--- src/rtl/cpu_pkg.sv ---
// Shared CPU definitions: register FunSel encodings and the byte-pair loader state set.
package cpu_pkg;

   localparam logic [1:0] FUNSEL_DEC  = 2'b00;
   localparam logic [1:0] FUNSEL_INC  = 2'b01;
   localparam logic [1:0] FUNSEL_LOAD = 2'b10;
   localparam logic [1:0] FUNSEL_CLR  = 2'b11;

   localparam logic [2:0] ST_IDLE_ENC  = 3'd0;
   localparam logic [2:0] ST_RD_A_ENC  = 3'd1;
   localparam logic [2:0] ST_RD_B_ENC  = 3'd2;
   localparam logic [2:0] ST_CAP_ENC   = 3'd3;
   localparam logic [2:0] ST_WRITE_ENC = 3'd4;

   typedef enum logic [2:0] {
      IDLE  = ST_IDLE_ENC,
      RD_A  = ST_RD_A_ENC,
      RD_B  = ST_RD_B_ENC,
      CAP   = ST_CAP_ENC,
      WRITE = ST_WRITE_ENC
   } loader_state_e;

endpackage

--- src/rtl/byte_pair_loader.sv ---
// Fetches two consecutive bytes from synchronous-read memory and loads the
// assembled 16-bit word into a Register16bit-class target in one cycle.
module byte_pair_loader
   import cpu_pkg::*;
#(
   parameter int unsigned ADDR_W     = 16,
   parameter bit          BIG_ENDIAN = 1'b0
) (
   input  logic              Clock,
   input  logic              Reset,
   input  logic              Start,
   input  logic [ADDR_W-1:0] BaseAddr,
   input  logic [7:0]        MemData,
   output logic [ADDR_W-1:0] MemAddr,
   output logic              MemRead,
   output logic [15:0]       RegI,
   output logic [1:0]        RegFunSel,
   output logic              RegE,
   output logic              Busy,
   output logic              Done,
   output logic [ADDR_W-1:0] NextAddr
);

   loader_state_e     state_q, state_d;
   logic [ADDR_W-1:0] a_q, a_d;
   logic [ADDR_W-1:0] memaddr_q, memaddr_d;
   logic [ADDR_W-1:0] next_q, next_d;
   logic [7:0]        byte0_q, byte0_d;
   logic [15:0]       regi_q, regi_d;

   logic              accept;
   logic [ADDR_W-1:0] add_op;
   logic [ADDR_W-1:0] add_inc;
   logic [ADDR_W-1:0] sum;

   // One shared adder: BaseAddr+2 on accept, A+1 in RD_A (never both at once).
   always_comb begin
      accept  = Start && ((state_q == IDLE) || (state_q == WRITE));
      add_op  = accept ? BaseAddr : a_q;
      add_inc = accept ? ADDR_W'(2) : ADDR_W'(1);
      sum     = add_op + add_inc;
   end

   always_comb begin
      state_d   = state_q;
      a_d       = a_q;
      memaddr_d = memaddr_q;
      next_d    = next_q;
      byte0_d   = byte0_q;
      regi_d    = regi_q;
      case (state_q)
         IDLE, WRITE: begin
            if (accept) begin
               a_d       = BaseAddr;
               next_d    = sum;
               memaddr_d = BaseAddr;
               state_d   = RD_A;
            end else begin
               state_d   = IDLE;
            end
         end
         RD_A: begin
            memaddr_d = sum;
            state_d   = RD_B;
         end
         RD_B: begin
            byte0_d = MemData;
            state_d = CAP;
         end
         CAP: begin
            regi_d  = BIG_ENDIAN ? {byte0_q, MemData} : {MemData, byte0_q};
            state_d = WRITE;
         end
         default: state_d = IDLE;
      endcase
   end

   always_ff @(posedge Clock or negedge Reset) begin
      if (!Reset) begin
         state_q   <= IDLE;
         a_q       <= '0;
         memaddr_q <= '0;
         next_q    <= '0;
         byte0_q   <= '0;
         regi_q    <= '0;
      end else begin
         state_q   <= state_d;
         a_q       <= a_d;
         memaddr_q <= memaddr_d;
         next_q    <= next_d;
         byte0_q   <= byte0_d;
         regi_q    <= regi_d;
      end
   end

   always_comb begin
      MemAddr   = memaddr_q;
      MemRead   = (state_q == RD_A) || (state_q == RD_B);
      RegI      = regi_q;
      RegFunSel = FUNSEL_LOAD;
      RegE      = (state_q == WRITE);
      Done      = (state_q == WRITE);
      Busy      = (state_q != IDLE);
      NextAddr  = next_q;
   end

endmodule
--- config.mk ---
export PLATFORM = sky130hd
export DESIGN_NAME = byte_pair_loader
export DESIGN_NICKNAME = d
export VERILOG_FILES = /design/src/rtl/cpu_pkg.sv /design/src/rtl/byte_pair_loader.sv
export SDC_FILE = /design/constraint.sdc
export NUM_CORES = 1
export LEC_CHECK = 0
export ABC_AREA = 1
export CAP_MARGIN = 10
export CORE_MARGIN = 2
export CORE_UTILIZATION = 45
export CTS_CLUSTER_SIZE = 8
export DETAILED_ROUTE_END_ITERATION = 6
export PLACE_DENSITY = 0.84
export SLEW_MARGIN = 20
export SYNTH_ARGS = -nofsm -noshare
export SYNTH_HDL_FRONTEND = slang
export SYNTH_SLANG_ARGS = --single-unit
export TNS_END_PERCENT = 5
--- constraint.sdc ---
create_clock -name Clock -period 2 [get_ports Clock]
set_clock_uncertainty 0.1 [all_clocks]
set_input_delay 0.6 -clock Clock [delete_from_list [all_inputs] [get_ports Clock]]
set_output_delay 0.6 -clock Clock [all_outputs]
set_load 0.05 [all_outputs]
# After elaboration in Yosys (flattened, before gate mapping)
# Cells that the tools add are included.
classes:
  addsub: 1
  eq_ne: 5
  n_mux: 6
  reduce_logical: 9
op_table:
  columns: ["op", "n"]
  rows:
  - ["two-way mux 16 bit", 2]
  - ["one-hot mux 16 bit (2 select lines)", 1]
  - ["adder 16 x 2 -> 16 bit", 1]
  - ["one-hot mux 3 bit (4 select lines)", 1]
  - ["equality test 3 x 2 -> 1 bit, second input constant", 2]
  - ["AND reduction 2 bit", 2]
  - ["equality test 3 x 1 -> 1 bit, second input constant", 1]
  - ["equality test 3 bit, second input constant", 1]
  - ["zero test 3 bit", 1]
  - ["nonzero test 3 bit", 1]
  - ["logical OR 1 bit", 2]
  - ["two-way mux 2 bit", 1]
  - ["inequality test 2 bit, second input constant", 1]
  - ["nonzero test 2 bit", 1]
  - ["OR reduction 2 bit", 1]
  - ["logical AND 1 bit", 1]
  - ["two-way mux 1 bit", 1]
totals:
  ff_bits: 75
  in_bits: 27
  out_inout_bits: 54
  word_cells: 27

# Logic depth before layout (Yosys ltp)
# Gate-level depths: netlist of run 1.
logic_depth:
  ltp_word: 6
  ltp_mapped: 16
  depth_no_buf: 14

# Least setup slack after synthesis of run 1
# No wires, ideal clock.
synth_timing:
  path_kind: "flip-flop to output port"
  start: "register state_q[1]"
  end: "output RegE"
  t_arrival_ns: 1.957
  t_required_ns: 1.300
  slack_ns: -0.657
  stages_incl_launch_ff: 3
  path_buffers: 1
  cell_sequence: "dfrtp_1 -> nor3_1 -> buf_4"
synth_between:
  elab_chain_len: 1
synth_rtl:
  columns: ["element", "line", "source"]
  rows:
  - ["start, declared", "byte_pair_loader.sv:24", "loader_state_e state_q, state_d;"]
  - ["start signal, assigned", "byte_pair_loader.sv:87", "state_q <= state_d;"]
  - ["equality test 3 bit", null, null]
  - ["end, declared", "byte_pair_loader.sv:18", "output logic RegE,"]
# Every way passes these cells.

# Worst setup path in the final report of run 1
layout_timing:
  start: "register state_q[0]"
  end: "register memaddr_q[9], in the netlist MemAddr[9]"
layout_between:
  elab_chain_len: 6
layout_rtl:
  columns: ["element", "line", "source"]
  rows:
  - ["equality test 3 bit / zero test 3 bit (equally long branches)", "byte_pair_loader.sv:38, byte_pair_loader.sv:51", null]
  - ["logical OR 1 bit", "byte_pair_loader.sv:38", "accept = Start && ((state_q == IDLE) || (state_q == WRITE));"]
  - ["logical AND 1 bit", "byte_pair_loader.sv:38", null]
  - ["two-way mux 16 bit / two-way mux 2 bit (equally long branches)", null, null]
  - ["adder 16 x 2 -> 16 bit", "byte_pair_loader.sv:41", "sum = add_op + add_inc;"]
  - ["one-hot mux 16 bit (2 select lines)", "byte_pair_loader.sv:51", "case (state_q)"]
  - ["end signal, assigned", "byte_pair_loader.sv:89", "memaddr_q <= memaddr_d;"]
  - ["end, declared", "byte_pair_loader.sv:26", "logic [ADDR_W-1:0] memaddr_q, memaddr_d;"]
# Several ways; a longest one is shown, not always the timed one.
# A chain may end at the register's enable or synchronous reset.

==> results.py, run 1 <==
metrics = {
    "worst_setup_path": {
        "crit_arrival_ps": 2310,
        "worstSetupPathType": "flop to flop",
        "crit_path_start_kind": "flop",
        "r2r_end": "MemAddr[9]",
        "path_cells": "buf_6, nor2_4, buf_6, nand3_2, buf_4, a21oi_2, nand2_2, nor2_4, nand3_2, nand3_1, nand2_1",
        "path_depth": 11,
        "r2r_slack_ps": -150,
        "critPathRequiredTime_ps": 2150,
        "end_kind": "flop",
        "max_stage_delay_ps": 420,
        "path_max_fanout": 7,
        "cpMaxStageDelayCell": "dfrtp_1",
        "r2r_start": "state_q[0]",
        "ff2ff_path_depth": 11,
        "critPathTopFamily": "simple AND/OR/NAND/NOR gates",
        "path_buf_inv": 3,
    },
    "layout": {
        "fin_util": 0.656,
        "nets": 582,
        "diodes": 0,
        "final_common_cell": "nand2_1",
        "drive_above_1_share": 0.306,
        "design_area_um2": 4990,
        "mostFrequentLayoutCells": "nand2_1 (160), buf_4 (92), dfrtp_1 (74)",
        "area_growth_pct": 43.2,
    },
    "synthesis": {
        "synth_compound_area_frac": 0.0611,
        "async_flop_share": 1.00,
        "synth_edf_count": 0,
        "yosys-mux-area-fraction": 0.00287,
        "synthesis.nets": 459,
        "synth_top_family_by_area": "simple AND/OR/NAND/NOR gates",
        "synth_xor_area_frac": 0.00754,
        "synthCells": 431,
        "yosys.area_share.simple": 0.296,
        "ys_warn_count": 0,
        "synth_adder_area_share": 0.00359,
        "synth_seq_area_share": 0.539,
        "ys_seq_elements": 75,
        "syn_area_per_cell_um2": 8.08,
        "ys_types": 30,
        "ys.flop_type": "dfrtp_1",
        "syn_area_um2": 3480,
    },
    "cts": {
        "clkLatencyLatePin_ps": 360,
        "cts.clk_slew.worst_paths_ps": 90,
        "cts.sinks": 75,
        "cts_max_path_buffers": 2,
        "root_buffer": "clkbuf_8",
        "cts_tree": "yes",
        "numCtsBuffers": 9,
        "cts.htree.levels": 3,
    },
    "global_routing": {
        "grt_usage": 0.221,
        "grt_pass1_vias": 3230,
        "grt_pass1_wl_um": 14800,
        "antenna_found_initial": 0,
        "grt.overflow.total": 0,
        "grt_max_degree": 33,
    },
    "placed_design": {
        "gp_congestion": 0.914,
        "dpl_cell_area_um2": 4560,
        "dp_hpwl_um": 6270,
        "dpl_worst_slack_ps": -610,
        "io_buffers": 78,
    },
    "floorplanning": {
        "start_util": 0.458,
        "core_um2": 7610,
        "row_count": 32,
        "die_area_um2": 8460,
        "die_height_um": 92.0,
        "fp.dieW_um": 92.0,
        "pin_count": 81,
    },
    "hold_path": {
        "worstHoldPathType": "input pin to asynchronous set/reset pin",
    },
    "route": {
        "wirelength_um": 9240,
        "ant_nets": 0,
        "dr.pass1.iters": 4,
        "wl_per_cell_um": 14.0,
        "drc_errors": 0,
        "vias": 3257,
        "viasPerCell": 4.93,
        "drt-initial-drc-count": 200,
    },
    "sta": {
        "layout_setup_ws_ps": -155,
        "report.final.slew_viol_count": 0,
        "worst_pin_slew_ps": 652,
        "setup_viol": 28,
        "rsz0062_at_grt": "yes",
        "post-route-period-util": 1.08,
        "final_hold_viol_count": 0,
        "fmax_mhz": 464,
        "relSlewSlack": 0.565,
        "min_period_ps": 2150,
    },
    "outcome": {
        "violations": "setup timing",
        "status": "complete, but fails checks",
    },
    "flow_run": {
        "maxCapViolations": 0,
    },
}
cell families after synthesis:
kind of cell / Yosys count
buffers and inverters: 74
flip-flops: 75
AO/OA/AOI/OAI: 38
adder cells (fa/ha/maj): 1
AND/OR/NAND/NOR: 237
other: 2
XOR/XNOR: 3
multiplexers: 1
layer usage:
layer	wire, um	vias up	track usage	part of all wire
li1	-	1571	-	-
met1	3880	1540	0.279	0.42
met2	4490	116	0.367	0.49
met3	595	30	0.0493	0.064
met4	274	0	0.0970	0.030
met5	0	-	0	0
registers in the layout (all words and copies together), names as in the netlist:
name      flops
MemAddr      16
NextAddr     16
RegI         16
a_q          16
byte0_q       8
state_q       3
cells in the mapped netlist, drive strengths merged (2+ instances only):
library cell,number,share of area
xor2,2,0.0050
nand3b,5,0.011
clkbuf,8,0.0086
o211ai,5,0.011
a21oi,2,0.0040
nor3,3,0.0075
buf,9,0.018
o21ai,30,0.044
nand3,35,0.052
nor2,17,0.029
dfrtp,75,0.54
conb,2,0.0022
nand2,175,0.19
inv,57,0.061
nand4,2,0.0036
worst register-to-register path: cells and delay by family (launching register included):
family	cells	cell delay [ps]
buffers and inverters	3	460
AND/OR/NAND/NOR	7	890
AO/OA/AOI/OAI	1	170
flip-flops	1	420
repair_timing:
| item | in CTS | in global routing |
|---|---|---|
| hold buffers | 0 | 0 |
| endpoints found under the setup margin | 29 | 32 |
| resized for setup | 24 | 29 |
| gates cloned | 0 | 0 |
| setup buffers | 3 | 5 |
| pin swaps | 7 | 19 |
per-stage QoR:
step	hold slack, ps	setup TNS, ps	instances
global route	105	-5590	661
finish	81.5	-2640	661
detailed placement	364	-15260	639
CTS	80.8	-1450	658
global placement	358	-12940	639
floorplan	204	-1370	431
cell type report:
type                       instances  area (um2)
clock inverter                     7        83.8
inverter                          57         216
sequential                        75        1880
multi-input combinational        282        1450
tap                              102         128
fill                             592        2620
clock buffer                       9         124
timing repair buffer             129        1110
worst max path at each step:
stage                     from          end  slack [ps]
floorplan           state_q[1]  MemAddr[14]        -170
global placement         Start  MemAddr[14]        -510
detailed placement       Start   MemAddr[8]        -610
CTS                 state_q[0]         Done        -100
global route        state_q[0]   MemAddr[9]        -260
finish              state_q[0]   MemAddr[9]        -150
Power of run 1 is left out: the tool's default activity adds up to more than one toggle a clock period on the data nets, which glitch-free logic cannot reach.
==> run 2: changes to the inputs <==
--- a/config.mk
+++ b/config.mk
@@ -8,10 +8,11 @@
 export ABC_AREA = 1
 export CAP_MARGIN = 10
 export CORE_MARGIN = 2
-export CORE_UTILIZATION = 45
+export CORE_UTILIZATION = 57
 export CTS_CLUSTER_SIZE = 8
 export DETAILED_ROUTE_END_ITERATION = 6
-export PLACE_DENSITY = 0.84
+export DONT_BUFFER_PORTS = 1
+export PLACE_DENSITY = 0.83
 export SLEW_MARGIN = 20
 export SYNTH_ARGS = -nofsm -noshare
 export SYNTH_HDL_FRONTEND = slang
==> run 2 against run 1 <==
Compared with the run above: the flow finishes with violations (hold timing, setup timing); worst hold slack got worse by 260 ps; setup slack improved by 19 ps; highest routed layer unchanged; utilization increased by 7.1 points; flip-flop and latch count unchanged; non-clock buffer count decreased by 78; cell area decreased by 14%.
==> results.py, run 2 (synthesized netlist as in run 1, its figures left out) <==
metrics = {
    "worst_setup_path": {
        "crit_arrival_ps": 1440,
        "path_cells": "buf_6, nor3_4, inv_2, nand2_2, buf_8",
        "end_kind": "output pin",
        "critPathRequiredTime_ps": 1300,
        "worstSetupPathType": "flop to output pin",
        "max_stage_delay_ps": 430,
        "path_max_fanout": 4,
        "path_buf_inv": 3,
        "critPathTopFamily": "flip-flops",
        "crit_path_start_kind": "flop",
        "cpMaxStageDelayCell": "dfrtp_1",
    },
    "floorplanning": {
        "fp.dieW_um": 82.2,
        "die_height_um": 82.2,
        "pin_count": 81,
        "start_util": 0.588,
        "row_count": 28,
        "core_um2": 5920,
        "die_area_um2": 6750,
    },
    "cts": {
        "clkLatencyLatePin_ps": 370,
        "cts.clk_slew.worst_paths_ps": 90,
        "cts.htree.levels": 3,
        "numCtsBuffers": 9,
        "cts_max_path_buffers": 2,
        "cts.sinks": 75,
        "root_buffer": "clkbuf_8",
        "cts_tree": "yes",
    },
    "sta": {
        "hold_slack_ps": -182,
        "setup_viol": 27,
        "fmax_mhz": 468,
        "worst_pin_slew_ps": 677,
        "layout_setup_ws_ps": -136,
        "post-route-period-util": 1.07,
        "final_hold_viol_count": 75,
        "report.final.slew_viol_count": 0,
        "min_period_ps": 2140,
        "rsz0062_at_grt": "yes",
        "relSlewSlack": 0.548,
    },
    "route": {
        "drc_errors": 0,
        "wirelength_um": 9230,
        "ant_nets": 0,
        "wl_per_cell_um": 16.6,
        "viasPerCell": 5.47,
        "vias": 3040,
        "drt-initial-drc-count": 283,
        "dr.pass1.iters": 5,
    },
    "layout": {
        "drive_above_1_share": 0.241,
        "mostFrequentLayoutCells": "nand2_1 (157), dfrtp_1 (75), inv_1 (51)",
        "diodes": 0,
        "final_common_cell": "nand2_1",
        "area_growth_pct": 23.6,
        "fin_util": 0.727,
        "nets": 504,
    },
    "placed_design": {
        "gp_congestion": 0.859,
        "dp_hpwl_um": 5610,
        "dpl_worst_slack_ps": -163,
        "io_buffers": 0,
    },
    "global_routing": {
        "grt_usage": 0.259,
        "grt_pass1_vias": 2768,
        "antenna_found_initial": 0,
        "grt_max_degree": 76,
        "grt_pass1_wl_um": 13000,
        "grt.overflow.total": 0,
    },
    "flow_run": {
        "maxCapViolations": 0,
    },
    "outcome": {
        "status": "complete, but fails checks",
        "violations": "hold timing, setup timing",
    },
    "hold_path": {
        "worstHoldPathType": "input pin to asynchronous set/reset pin",
    },
}
-- run 2: cell types whose count changed in the layout (fill, tap and decap cells not counted), sizes merged --
cell | previous run | this run
buf | 104 | 50
clkdlybuf4s50 | 24 | 0
clkinv | 1 | 2
dlygate4sd2 | 1 | 0
clkbuf | 9 | 10
inv | 61 | 60
-- run 2: metal layers --
layer / routed length [um] / up-vias / global-route usage
met5: 0 / - / 0
met4: 292 / 0 / 0.0933
met3: 729 / 24 / 0.0826
met2: 4570 / 139 / 0.420
met1: 3640 / 1466 / 0.327
li1: - / 1411 / -
-- run 2: metrics by stage --
stage / instance area (um2) / setup TNS [ps] / std cells
after floorplan: 3500 / -1370 / 431
after global placement: 3720 / -182 / 519
after detailed placement: 3720 / -1020 / 519
after CTS: 4050 / -715 / 542
after global routing: 4300 / -4680 / 556
final: 4300 / -2200 / 556
-- run 2: worst paths after layout --
check                           cells after the start          end         from  slack [ps]
worst max-delay path                                5      MemRead   state_q[1]        -140
worst min-delay path                                0  NextAddr[2]        Reset        -180
worst max register to register                     12   MemAddr[8]   state_q[0]        -120
worst min register to register                      2      RegI[0]   byte0_q[0]         380
max in group asynchronous                           0  NextAddr[9]        Reset        1860
min in group Clock                                  2       a_q[0]  BaseAddr[0]         250
-- run 2: repair_timing --
item                       CTS  global route
setup buffers                7            13
cloned                       0             1
pin swaps                    3            20
hold endpoints to repair    75            75
gates resized for setup     20            40
setup endpoints to repair   20            32
-- run 2: cell type report --
cell class	instances	area, um2
Tap cell	75	93.8
Clock buffer	9	124
Inverter	57	219
Sequential cell	75	1880
Timing Repair Buffer	51	469
Clock inverter	7	83.8
Multi-Input combinational cell	282	1440
Fill cell	409	1620
Power of run 2 is left out for the same reason.
